File: src/rtl/mem_bank_arbiter_if.sv
// rtl/mem_bank_arbiter_if.sv - requester and bank signal bundle for mem_bank_arbiter
interface mem_bank_arbiter_if #(
  parameter int WORD_WIDTH = 16
);
  logic                  req0;
  logic                  we0;
  logic [WORD_WIDTH-1:0] addr0;
  logic [WORD_WIDTH-1:0] wdata0;
  logic                  ack0;
  logic [WORD_WIDTH-1:0] rdata0;
  logic                  err0;

  logic                  req1;
  logic                  we1;
  logic [WORD_WIDTH-1:0] addr1;
  logic [WORD_WIDTH-1:0] wdata1;
  logic                  ack1;
  logic [WORD_WIDTH-1:0] rdata1;
  logic                  err1;

  logic                  mem_wr_en;
  logic [WORD_WIDTH-1:0] mem_index;
  logic [WORD_WIDTH-1:0] mem_data_in;
  logic [WORD_WIDTH-1:0] mem_data_out;
  logic                  busy;

  modport slave (
    input  req0, we0, addr0, wdata0,
    input  req1, we1, addr1, wdata1,
    input  mem_data_out,
    output ack0, rdata0, err0,
    output ack1, rdata1, err1,
    output mem_wr_en, mem_index, mem_data_in, busy
  );

  modport master (
    output req0, we0, addr0, wdata0,
    output req1, we1, addr1, wdata1,
    output mem_data_out,
    input  ack0, rdata0, err0,
    input  ack1, rdata1, err1,
    input  mem_wr_en, mem_index, mem_data_in, busy
  );
endinterface

File: src/rtl/mem_bank_arbiter.sv
// rtl/mem_bank_arbiter.sv - two-requester round-robin arbiter and word access sequencer for the node memory bank
module mem_bank_arbiter #(
  parameter int WORD_WIDTH = 16,
  parameter int MEM_DEPTH  = 64
) (
  input logic                clk,
  input logic                nrst,
  mem_bank_arbiter_if.slave  bus
);
  localparam logic [1:0] ST_IDLE   = 2'd0;
  localparam logic [1:0] ST_ACCESS = 2'd1;
  localparam logic [1:0] ST_RESP   = 2'd2;

  localparam logic [WORD_WIDTH-1:0] MAX_INDEX = WORD_WIDTH'(MEM_DEPTH - 2);

  logic [1:0]            state_q, state_d;
  logic                  last_q, last_d;
  logic                  owner_q, owner_d;
  logic                  we_q, we_d;
  logic                  err_q, err_d;
  logic [WORD_WIDTH-1:0] addr_q, addr_d;
  logic [WORD_WIDTH-1:0] wdata_q, wdata_d;
  logic [WORD_WIDTH-1:0] rdata_q, rdata_d;

  logic                  grant_valid;
  logic                  grant_sel;
  logic [WORD_WIDTH-1:0] grant_addr;

  // On a tie the requester that was not served last wins.
  always_comb begin
    grant_valid = bus.req0 | bus.req1;
    if (bus.req0 && bus.req1) begin
      grant_sel = ~last_q;
    end else begin
      grant_sel = bus.req1;
    end
    grant_addr = grant_sel ? bus.addr1 : bus.addr0;
  end

  always_comb begin
    state_d = state_q;
    last_d  = last_q;
    owner_d = owner_q;
    we_d    = we_q;
    err_d   = err_q;
    addr_d  = addr_q;
    wdata_d = wdata_q;
    rdata_d = rdata_q;
    case (state_q)
      ST_IDLE: begin
        if (grant_valid) begin
          state_d = ST_ACCESS;
          owner_d = grant_sel;
          last_d  = grant_sel;
          we_d    = grant_sel ? bus.we1 : bus.we0;
          addr_d  = grant_addr;
          wdata_d = grant_sel ? bus.wdata1 : bus.wdata0;
          err_d   = (grant_addr > MAX_INDEX);
        end
      end
      ST_ACCESS: begin
        state_d = ST_RESP;
        rdata_d = (!we_q && !err_q) ? bus.mem_data_out : '0;
      end
      ST_RESP: begin
        state_d = ST_IDLE;
      end
      default: begin
        state_d = ST_IDLE;
      end
    endcase
  end

  always_ff @(posedge clk or negedge nrst) begin
    if (!nrst) begin
      state_q <= ST_IDLE;
      last_q  <= 1'b1;
      owner_q <= 1'b0;
      we_q    <= 1'b0;
      err_q   <= 1'b0;
      addr_q  <= '0;
      wdata_q <= '0;
      rdata_q <= '0;
    end else begin
      state_q <= state_d;
      last_q  <= last_d;
      owner_q <= owner_d;
      we_q    <= we_d;
      err_q   <= err_d;
      addr_q  <= addr_d;
      wdata_q <= wdata_d;
      rdata_q <= rdata_d;
    end
  end

  logic in_access;
  logic in_resp;

  assign in_access = (state_q == ST_ACCESS);
  assign in_resp   = (state_q == ST_RESP);

  // Bank drive is decoded straight from state so reset removes it at once.
  assign bus.mem_wr_en   = in_access & we_q & ~err_q;
  assign bus.mem_index   = (in_access && !err_q) ? addr_q : '0;
  assign bus.mem_data_in = in_access ? wdata_q : '0;

  assign bus.ack0   = in_resp & ~owner_q;
  assign bus.ack1   = in_resp & owner_q;
  assign bus.rdata0 = (in_resp && !owner_q) ? rdata_q : '0;
  assign bus.rdata1 = (in_resp && owner_q) ? rdata_q : '0;
  assign bus.err0   = in_resp & ~owner_q & err_q;
  assign bus.err1   = in_resp & owner_q & err_q;
  assign bus.busy   = (state_q != ST_IDLE);
endmodule

File: src/flat_wrapper.sv
// flat-port wrapper written by rule: the top's interface ports become plain ports
module mem_bank_arbiter_flat 
#(
  parameter int WORD_WIDTH = 16,
  parameter int MEM_DEPTH  = 64
)
  (clk, nrst, bus_req0, bus_we0, bus_addr0, bus_wdata0, bus_req1, bus_we1, bus_addr1, bus_wdata1, bus_mem_data_out, bus_ack0, bus_rdata0, bus_err0, bus_ack1, bus_rdata1, bus_err1, bus_mem_wr_en, bus_mem_index, bus_mem_data_in, bus_busy);
  mem_bank_arbiter_if #(.WORD_WIDTH(WORD_WIDTH)) bus_i ();
  input logic clk;
  input logic nrst;
  input wire logic [$bits(bus_i.req0)-1:0] bus_req0;
  input wire logic [$bits(bus_i.we0)-1:0] bus_we0;
  input wire logic [$bits(bus_i.addr0)-1:0] bus_addr0;
  input wire logic [$bits(bus_i.wdata0)-1:0] bus_wdata0;
  input wire logic [$bits(bus_i.req1)-1:0] bus_req1;
  input wire logic [$bits(bus_i.we1)-1:0] bus_we1;
  input wire logic [$bits(bus_i.addr1)-1:0] bus_addr1;
  input wire logic [$bits(bus_i.wdata1)-1:0] bus_wdata1;
  input wire logic [$bits(bus_i.mem_data_out)-1:0] bus_mem_data_out;
  output wire logic [$bits(bus_i.ack0)-1:0] bus_ack0;
  output wire logic [$bits(bus_i.rdata0)-1:0] bus_rdata0;
  output wire logic [$bits(bus_i.err0)-1:0] bus_err0;
  output wire logic [$bits(bus_i.ack1)-1:0] bus_ack1;
  output wire logic [$bits(bus_i.rdata1)-1:0] bus_rdata1;
  output wire logic [$bits(bus_i.err1)-1:0] bus_err1;
  output wire logic [$bits(bus_i.mem_wr_en)-1:0] bus_mem_wr_en;
  output wire logic [$bits(bus_i.mem_index)-1:0] bus_mem_index;
  output wire logic [$bits(bus_i.mem_data_in)-1:0] bus_mem_data_in;
  output wire logic [$bits(bus_i.busy)-1:0] bus_busy;
  assign bus_i.req0 = bus_req0;
  assign bus_i.we0 = bus_we0;
  assign bus_i.addr0 = bus_addr0;
  assign bus_i.wdata0 = bus_wdata0;
  assign bus_i.req1 = bus_req1;
  assign bus_i.we1 = bus_we1;
  assign bus_i.addr1 = bus_addr1;
  assign bus_i.wdata1 = bus_wdata1;
  assign bus_i.mem_data_out = bus_mem_data_out;
  assign bus_ack0 = bus_i.ack0;
  assign bus_rdata0 = bus_i.rdata0;
  assign bus_err0 = bus_i.err0;
  assign bus_ack1 = bus_i.ack1;
  assign bus_rdata1 = bus_i.rdata1;
  assign bus_err1 = bus_i.err1;
  assign bus_mem_wr_en = bus_i.mem_wr_en;
  assign bus_mem_index = bus_i.mem_index;
  assign bus_mem_data_in = bus_i.mem_data_in;
  assign bus_busy = bus_i.busy;
  mem_bank_arbiter #(.WORD_WIDTH(WORD_WIDTH), .MEM_DEPTH(MEM_DEPTH)) u_core (.clk(clk), .nrst(nrst), .bus(bus_i));
endmodule
File: config.mk
export PLATFORM = sky130hd
export DESIGN_NAME = mem_bank_arbiter_flat
export DESIGN_NICKNAME = d
export VERILOG_FILES = /design/src/rtl/mem_bank_arbiter_if.sv /design/src/rtl/mem_bank_arbiter.sv /design/src/flat_wrapper.sv
export SDC_FILE = /design/constraint.sdc
export NUM_CORES = 1
export LEC_CHECK = 0
export ABC_AREA = 1
export BUFFER_PORTS_ARGS = -buffer_cell sky130_fd_sc_hd__buf_2
export CAP_MARGIN = 5
export CORE_MARGIN = 1
export CORE_UTILIZATION = 45
export DETAILED_ROUTE_END_ITERATION = 8
export GPL_ROUTABILITY_DRIVEN = 0
export HOLD_SLACK_MARGIN = 0.1
export PLACE_DENSITY = 0.92
export SYNTH_ARGS = -nofsm -noshare
export SYNTH_HDL_FRONTEND = slang
export SYNTH_SLANG_ARGS = --single-unit
File: constraint.sdc
create_clock -name clk -period 1.9 [get_ports clk]
set_input_delay 0.19 -clock clk [delete_from_list [all_inputs] [get_ports clk]]
set_output_delay 0.19 -clock clk [all_outputs]
set_load 0.05 [all_outputs]
==> results of run 1 <==
-- cells in the mapped netlist (4+ instances only) --
master	number
sky130_fd_sc_hd__nand3b_1	9
sky130_fd_sc_hd__nand2_1	59
sky130_fd_sc_hd__clkbuf_1	6
sky130_fd_sc_hd__o22ai_1	17
sky130_fd_sc_hd__o21ai_1	11
sky130_fd_sc_hd__dfrtp_1	53
sky130_fd_sc_hd__inv_1	67
sky130_fd_sc_hd__o21ai_0	39
sky130_fd_sc_hd__inv_2	5
sky130_fd_sc_hd__nand3_1	20
sky130_fd_sc_hd__buf_4	4
sky130_fd_sc_hd__nor2_1	94
sky130_fd_sc_hd__buf_2	10
-- report_power, final --
group / internal (uW) / switching, uW / total (uW) / leakage, uW
logic: 731 / 1720 / 2450 / 0.00149
clock network: 334 / 349 / 683 / 0.0000544
registers: 1550 / 188 / 1740 / 0.000679
total: 2620 / 2250 / 4870 / 0.00223
-- cells by family (layout without fill, tap and decap cells) --
| logic type | after synthesis | after routing |
|---|---|---|
| AO/OA/AOI/OAI | 68 | 68 |
| flip-flops | 54 | 54 |
| buffers and inverters | 94 | 245 |
| AND/OR/NAND/NOR | 190 | 190 |
-- flip-flops by register name (all words and copies together) (netlist names) --
name            count
u_core.we_q         1
u_core.state_q      2
u_core.owner_q      1
u_core.rdata_q     16
u_core.last_q       1
u_core.addr_q      16
u_core.wdata_q     16
u_core.err_q        1
-- per-layer routing --
metal  up-vias  share of wire, %  track usage [%]
met5         -                 0                0
met4         0               1.7             10.3
met3        14               6.6             3.41
met2       139                51             41.7
met1      1438                41             26.2
li1       1551                 -                -
-- what timing repair did --
item	in CTS	in global routing
pin swaps	0	1
hold endpoints to repair	23	0
resized for setup	2	50
buffers inserted	0	2
setup endpoints to repair	38	43
hold buffers	1	0
-- path summary, 6_finish.rpt --
check / from / endpoint
setup / recovery: u_core.state_q[0] / bus_mem_data_in[11]
hold / removal: bus_mem_data_out[7] / u_core.rdata_q[7]
setup reg to reg: u_core.last_q / u_core.err_q
hold reg to reg: u_core.last_q / u_core.last_q
max in group asynchronous: nrst / u_core.last_q
min in group asynchronous: nrst / u_core.wdata_q[11]
-- through the flow --
stage | hold slack [ns] | instance area [um^2] | utilization [%] | instances
floorplan | -0.106 | 3050 | - | 406
detailed placement | 0.201 | 3850 | 63.2 | 621
CTS | 0.116 | 3970 | 65.2 | 630
global route | 0.130 | 4090 | 67.0 | 632
finish | 0.123 | 4090 | 67.0 | 632
global placement | 0.195 | 3850 | 63.2 | 621
-- cell type report --
type,count,share of cell area [%]
clock buffer,7,2.36
clock inverter,1,0.214
inverter,72,6.89
multi-input combinational,258,32.0
sequential,54,33.1
tap,75,2.30
timing repair buffer,165,23.1
-- tightest hold or removal path, stage by stage --
cell and delay [ns]:
sky130_fd_sc_hd__buf_2 0.08, sky130_fd_sc_hd__nand3_1 0.06, sky130_fd_sc_hd__o21ai_0 0.07
==> results summary, run 1 <==
Cells with a size suffix above 1 make up 37.5% of the layout. The clock latency on the worst-skew pair came out at 0.30 ns. The footprint of the flip-flops and latches came out at 1350 um^2. The depth of the worst register-to-register path came out at 9. Yosys attributes the largest share of cell area to sky130_fd_sc_hd__dfrtp_1 45%, sky130_fd_sc_hd__nor2_1 12%, sky130_fd_sc_hd__inv_1 8.6%. The floorplan step set the die width to 82.5 um. On the critical path the largest part of the delay comes from buffers and inverters. In the layout the commonest cells are 131 x sky130_fd_sc_hd__buf_2, 74 x sky130_fd_sc_hd__nor2_1, 66 x sky130_fd_sc_hd__inv_1. The largest area contributor in the synthesized netlist is sky130_fd_sc_hd__dfrtp_1.

The proportion of synthesized chip area in sequential cells is 46.4%. The total buffers and inverters traversed by the critical path is 4. The count of nets left with antenna violations after detail routing came out at 0. The largest net degree at the start of global routing is 33. Dividing total power by cell area gives a power density of 1190 nW/um^2. The mean cell area of the mapped netlist is 7.18 um^2.

The setup skew after layout is 0.0124 ns. The final count of hold timing violations came out at 0. The worst setup path is captured at an output port. The buffer levels on the longest clock path came out at 2. Dividing the detail-routed wire length by the instance count gives 12.5 um. The min-delay analysis places its worst path in the category input pin to flop.

After detailed routing, the number of vias per cell comes to 4.97. The Yosys warning count is 0. In the post-route analysis, the smallest setup slack over all paths is 0.0152 ns. The worst max-slew margin expressed relative to the limit came out at 65.0%. The total negative slack is 0 ns. The global-route wire length before repair came out at 11.8 mm. The setup path with the least slack is of type flop to output port. In the finished design, the share of the clock period the worst path needs comes to 99.2%. The number of stages on the worst setup path came out at 6. The H-tree depth is 2. The run finished with clean final reports. Counting every net in the synthesized netlist gives 492.

For this design, the sink count on the clock tree is 54. The height of the die came out at 82.5 um. Setup repair after global routing could not meet its margin everywhere. The cell area after technology mapping is 2920 um^2. The worst ir drop on vdd is 0.908 mV. The total overflow left after global routing is 0. The via total after detailed routing is 3142. The core footprint is 6100 um^2. By area, the combinational part of the netlist is dominated by simple AND/OR/NAND/NOR gates.

The relative area change from synthesis to final layout is 40.2%. The worst path in the final design needs a cycle of 1.88 ns, including I/O delays and setup. The effective utilization at floorplan came out at 47.8%. Setup violations remaining at the end of the flow were counted as 0.

The count of buffers inserted at the top-level ports is 155. The synthesis-stage register bit count came out at 54. After detailed routing, the total wire length is 7.88 mm. After floorplanning, the core was divided into 28 placement rows.

The area share of the largest cell type after synthesis came out at 45.5%. The number of enable-type register cells in the synthesized netlist is 0. The worst setup path is launched from a flop. The share of synthesized registers carrying an async set or reset is 100%. The total die area came out at 6800 um^2. The number of diodes added for antenna fixing is 0.

The flip-flop cell with the highest count after synthesis is sky130_fd_sc_hd__dfrtp_1. The remaining routing DRC violations came out at 0. The largest fanout on the critical path came out at 16. The synthesized netlist devotes 27.6% of its cell area to simple gates.

After Yosys synthesis, XOR and XNOR cells account for 0% of the synthesized area. The leakage power summed over all cells came out at 0.00223 uW. The setup check on the worst reg-to-reg path leaves a slack of 0.29 ns. The post-synthesis compound-gate area fraction came out at 12.5%. The top-level port count is 156. The worst stage delay on the critical path came out at 0.43 ns. The required time at the worst-slack endpoint is 1.71 ns. The critical path goes through inv_1, nor2_4, clkinvlp_4, buf_4, nor2_1, clkbuf_4. The number of global-route vias before repair is 2702. The transition time of the tightest slew-check pin is 0.524 ns. On the critical path, the stage with the largest delay is an instance of sky130_fd_sc_hd__dfrtp_2. The multi-input combinational cell area is 1310 um^2. The sum of net half-perimeters after detailed placement is 6.03 mm.

The final count of pins violating max slew came out at 0. The total global routing track utilization came out at 22.8%. The number of antenna violations at the first check in global routing is 0. Summing the areas of all fa, ha and maj instances in the mapped netlist gives 0% of the synthesized area. At the end of the flow, the number of nets in the layout was 642. The worst path arrival time is 1.69 ns. Power comes to 4870 uW. The clock-pin slew on the worst setup and hold paths came out at 0.10 ns.

The library cell used most frequently in the layout, excluding fill and tap cells, is sky130_fd_sc_hd__buf_2. The fmax is 531 MHz. The number of stages on the worst hold path is 3. The number of optimization iterations in the first detailed-route pass came out at 5.

The fraction of synthesized area in multiplexers is 0%. TritonCTS built the clock tree. Across the run, the number of max-cap violations was 0. The number of buffers inserted during clock tree synthesis came out at 5. The cell sitting at the root of the clock tree is a sky130_fd_sc_hd__clkbuf_8. The placement-stage worst setup slack came out at 0.0758 ns.

The number of distinct library cells after synthesis is 22. After the first detailed-routing iteration, the DRC count stood at 179. The gate count of the mapped netlist came out at 406. The final-layout fill cell count is 519.
(Power assumes the default switching activity.)
==> run 2: changes to the inputs <==
clock period = 1.8 ns   (was 1.9 ns; I/O delays follow)
==> run 2 against run 1 <==
The run now ends with setup timing left. Flip-flop and latch count is the same. Combinational power up 8.2%. Worst hold slack better by 0.0033 ns. Critical path type unchanged. Cell area is 5.1% higher. Non-clock buffer count up 3. Global-route usage shrank 0.26 points. Sequential power rose by 5%. Cell count grew 0.47%. First-iteration DRC count fell by 17%. Clock skew is 0.0033 ns higher. Via count rose by 1.1%. Clock power about the same.
==> results summary, run 2 (synthesized netlist as in run 1, its figures left out) <==
Status: finished, violations left (was finished clean). The final reports fail on setup timing. The setup skew after layout came to 0.0157 ns (was 0.0124 ns).

Top library cells by usage in the layout, fill and taps aside: 88 x sky130_fd_sc_hd__buf_2, 66 x sky130_fd_sc_hd__inv_1, 66 x sky130_fd_sc_hd__nor2_1 (was 131 x sky130_fd_sc_hd__buf_2, 74 x sky130_fd_sc_hd__nor2_1, 66 x sky130_fd_sc_hd__inv_1). The non-filler instance count after layout came to 635 (was 632). The worst path arrival time is 1.63 ns (was 1.69 ns). The worst max-slew margin expressed relative to the limit is 67.5% (was 65.0%). The classification of the worst-slack hold path is input pin to flop (unchanged). The largest net degree at the start of global routing is 34 (was 33). The buffer levels on the longest clock path came out at 2 (unchanged). The transition time of the tightest slew-check pin is 0.487 ns (was 0.524 ns). The slack of the critical path came out at -0.00927 ns (was 0.0152 ns). The number of antenna violations at the first check in global routing came out at 0 (unchanged).

The total buffers and inverters traversed by the critical path came to 3 (was 4). The count of nets left with antenna violations after detail routing came out at 0 (unchanged). The sum of net half-perimeters after detailed placement is 5.93 mm (was 6.03 mm). The required time at the worst-slack endpoint came to 1.62 ns (was 1.71 ns). The total die area is 6800 um^2 (unchanged).

The total wire length after detailed routing came out at 8.30 mm (was 7.88 mm). Timing would allow up to 553 MHz. The clock tree from TritonCTS is built (unchanged). The number of global-route vias before repair came out at 2697 (was 2702). The number of buffers inserted during clock tree synthesis came out at 5 (unchanged). The final-layout fill cell count came to 453 (was 519). The cell family contributing the most delay on the critical path is buffers and inverters (unchanged). The worst hold-check slack came to 0.127 ns (was 0.123 ns). The total global routing track utilization came out at 22.6% (was 22.8%). Unrepaired setup endpoints after global routing: true (unchanged). The final non-filler cell area came out at 4300 um^2 (was 4090 um^2). The number of optimization iterations in the first detailed-route pass is 5 (unchanged).

The number of clock sinks came to 54 (unchanged). The kind of end point of the critical path is an output port (unchanged). The effective utilization at floorplan came to 47.8% (unchanged).

The height of the die came out at 82.5 um (unchanged). The H-tree depth was 2 (unchanged). The total negative slack came out at -0.00927 ns (was 0 ns). The via total after detailed routing came out at 3178 (was 3142). The post-layout net count is 645 (was 642). The multi-input combinational cell area came to 1320 um^2 (was 1310 um^2). The clock root buffer is sky130_fd_sc_hd__clkbuf_8 (unchanged). The final count of pins violating max slew is 0 (unchanged).

The number of diodes added for antenna fixing came out at 0 (unchanged). The starting DRC count in detailed routing came out at 148 (was 179). The number of core rows is 28 (unchanged). The worst ir drop on vdd came out at 1.00 mV (was 0.908 mV). The number of violations of the max-capacitance limit is 0 (unchanged). Top flop regs: u_core.addr_q: 16 flops, u_core.rdata_q: 16 flops, u_core.wdata_q: 16 flops (unchanged). The power density over the cells came out at 1200 nW/um^2 (was 1190 nW/um^2). The die outline width came out at 82.5 um (unchanged).

The instance area after placement came out at 3870 um^2 (was 3850 um^2). The clock latency on the worst-skew pair is 0.30 ns (about the same). The remaining global-route overflow came out at 0 (unchanged). The global-route wire length before repair is 11.5 mm (was 11.8 mm). The final critical delay including setup and external delays came out at 1.81 ns. The largest fanout on the critical path was 17 (was 16).

The worst stage delay on the critical path came to 0.43 ns (about the same). The instance count after placement with tap cells included is 624 (was 621). The remaining routing DRC violations is 0 (unchanged).

The clock-pin slew on the worst setup and hold paths came out at 0.09 ns (was 0.10 ns). The top-level port count was 156 (unchanged). The proportion of layout cells with a drive suffix above 1 came out at 39.1% (was 37.5%). The utilization after layout is 70.5% (was 67.0%). The setup violation total in the final timing report came out at 1 (was 0). The post-detailed-route wirelength per cell came out at 13.1 um (was 12.5 um).

Cell-by-cell listing of the critical path: inv_2, nor3_4, inv_6, nor2_1, buf_4 (was inv_1, nor2_4, clkinvlp_4, buf_4, nor2_1, clkbuf_4). The kind of start point of the critical path is a flop (unchanged). The category of the most critical setup path is flop to output port (unchanged).

The footprint of the flip-flops and latches is 1350 um^2 (unchanged). The count of buffers inserted at the top-level ports came out at 155 (unchanged). The core footprint came to 6100 um^2 (unchanged). The relative area change from synthesis to final layout came out at 47.3% (was 40.2%). The cell type of the slowest stage on the worst timing path was sky130_fd_sc_hd__dfrtp_1 (was sky130_fd_sc_hd__dfrtp_2). The final count of hold timing violations is 0 (unchanged). The post-detailed-route via-to-cell ratio came out at 5.00 (was 4.97). The most common cell after layout, fill and taps aside is sky130_fd_sc_hd__buf_2 (unchanged).

The leakage power summed over all cells came to 0.00223 uW (about the same). Dividing the final minimum period by the clock period gives 101%.
run 2: layer usage:
layer | share of wire, % | GRT usage, % | wire, um | vias to the layer above
li1 | - | - | - | 1557
met1 | 39 | 26.2 | 3260 | 1437
met2 | 51 | 40.4 | 4230 | 162
met3 | 7.5 | 4.07 | 621 | 22
met4 | 2.3 | 10.3 | 195 | 0
met5 | 0 | 0 | 0 | -
run 2: final cells by class:
cell class	instances	share of cell area, %
multi-input cells	258	30.7
clock buffers	6	1.92
flip-flops and latches	54	31.5
inverters	72	6.55
well taps	75	2.18
clock inverters	2	0.291
repair buffers	168	26.8
run 2: worst paths after layout:
path	start	slack, ns	cells after the start	endpoint
max	u_core.state_q[1]	-0.009	5	bus_rdata0[0]
min	bus_mem_data_out[12]	0.13	3	u_core.rdata_q[12]
max reg2reg	u_core.state_q[0]	0.17	6	u_core.wdata_q[10]
min reg2reg	u_core.addr_q[4]	0.50	2	u_core.addr_q[4]
max in group asynchronous	nrst	0.79	3	u_core.last_q
min in group asynchronous	nrst	0.38	2	u_core.wdata_q[8]
run 2: per-stage QoR:
step	power [uW]	setup WS, ns
after floorplan	3720	-0.147
after CTS	5060	0.00268
final	5160	-0.00927
after global placement	4140	0.288
after detailed placement	4230	0.221
after global routing	5490	-0.0613
run 2: power by group:
part	switching [uW]	leakage (uW)	internal, uW
Sequential	197	0.000679	1640
Clock	372	0.0000472	310
Combinational	1830	0.00150	813
run 2: worst register-to-register path, stage by stage (launching register included):
cell	delay, ns
sky130_fd_sc_hd__dfrtp_2	0.46
sky130_fd_sc_hd__inv_1	0.13
sky130_fd_sc_hd__nand2_1	0.16
sky130_fd_sc_hd__nor2_4	0.18
sky130_fd_sc_hd__buf_4	0.29
sky130_fd_sc_hd__o21ai_0	0.18
sky130_fd_sc_hd__o22ai_1	0.16
run 2: timing repair:
action,in CTS,in global routing
pin swaps,0,1
gates resized for setup,47,71
hold endpoints to repair,19,0
setup endpoints to repair,40,67
hold buffers,1,0
buffers inserted,1,1
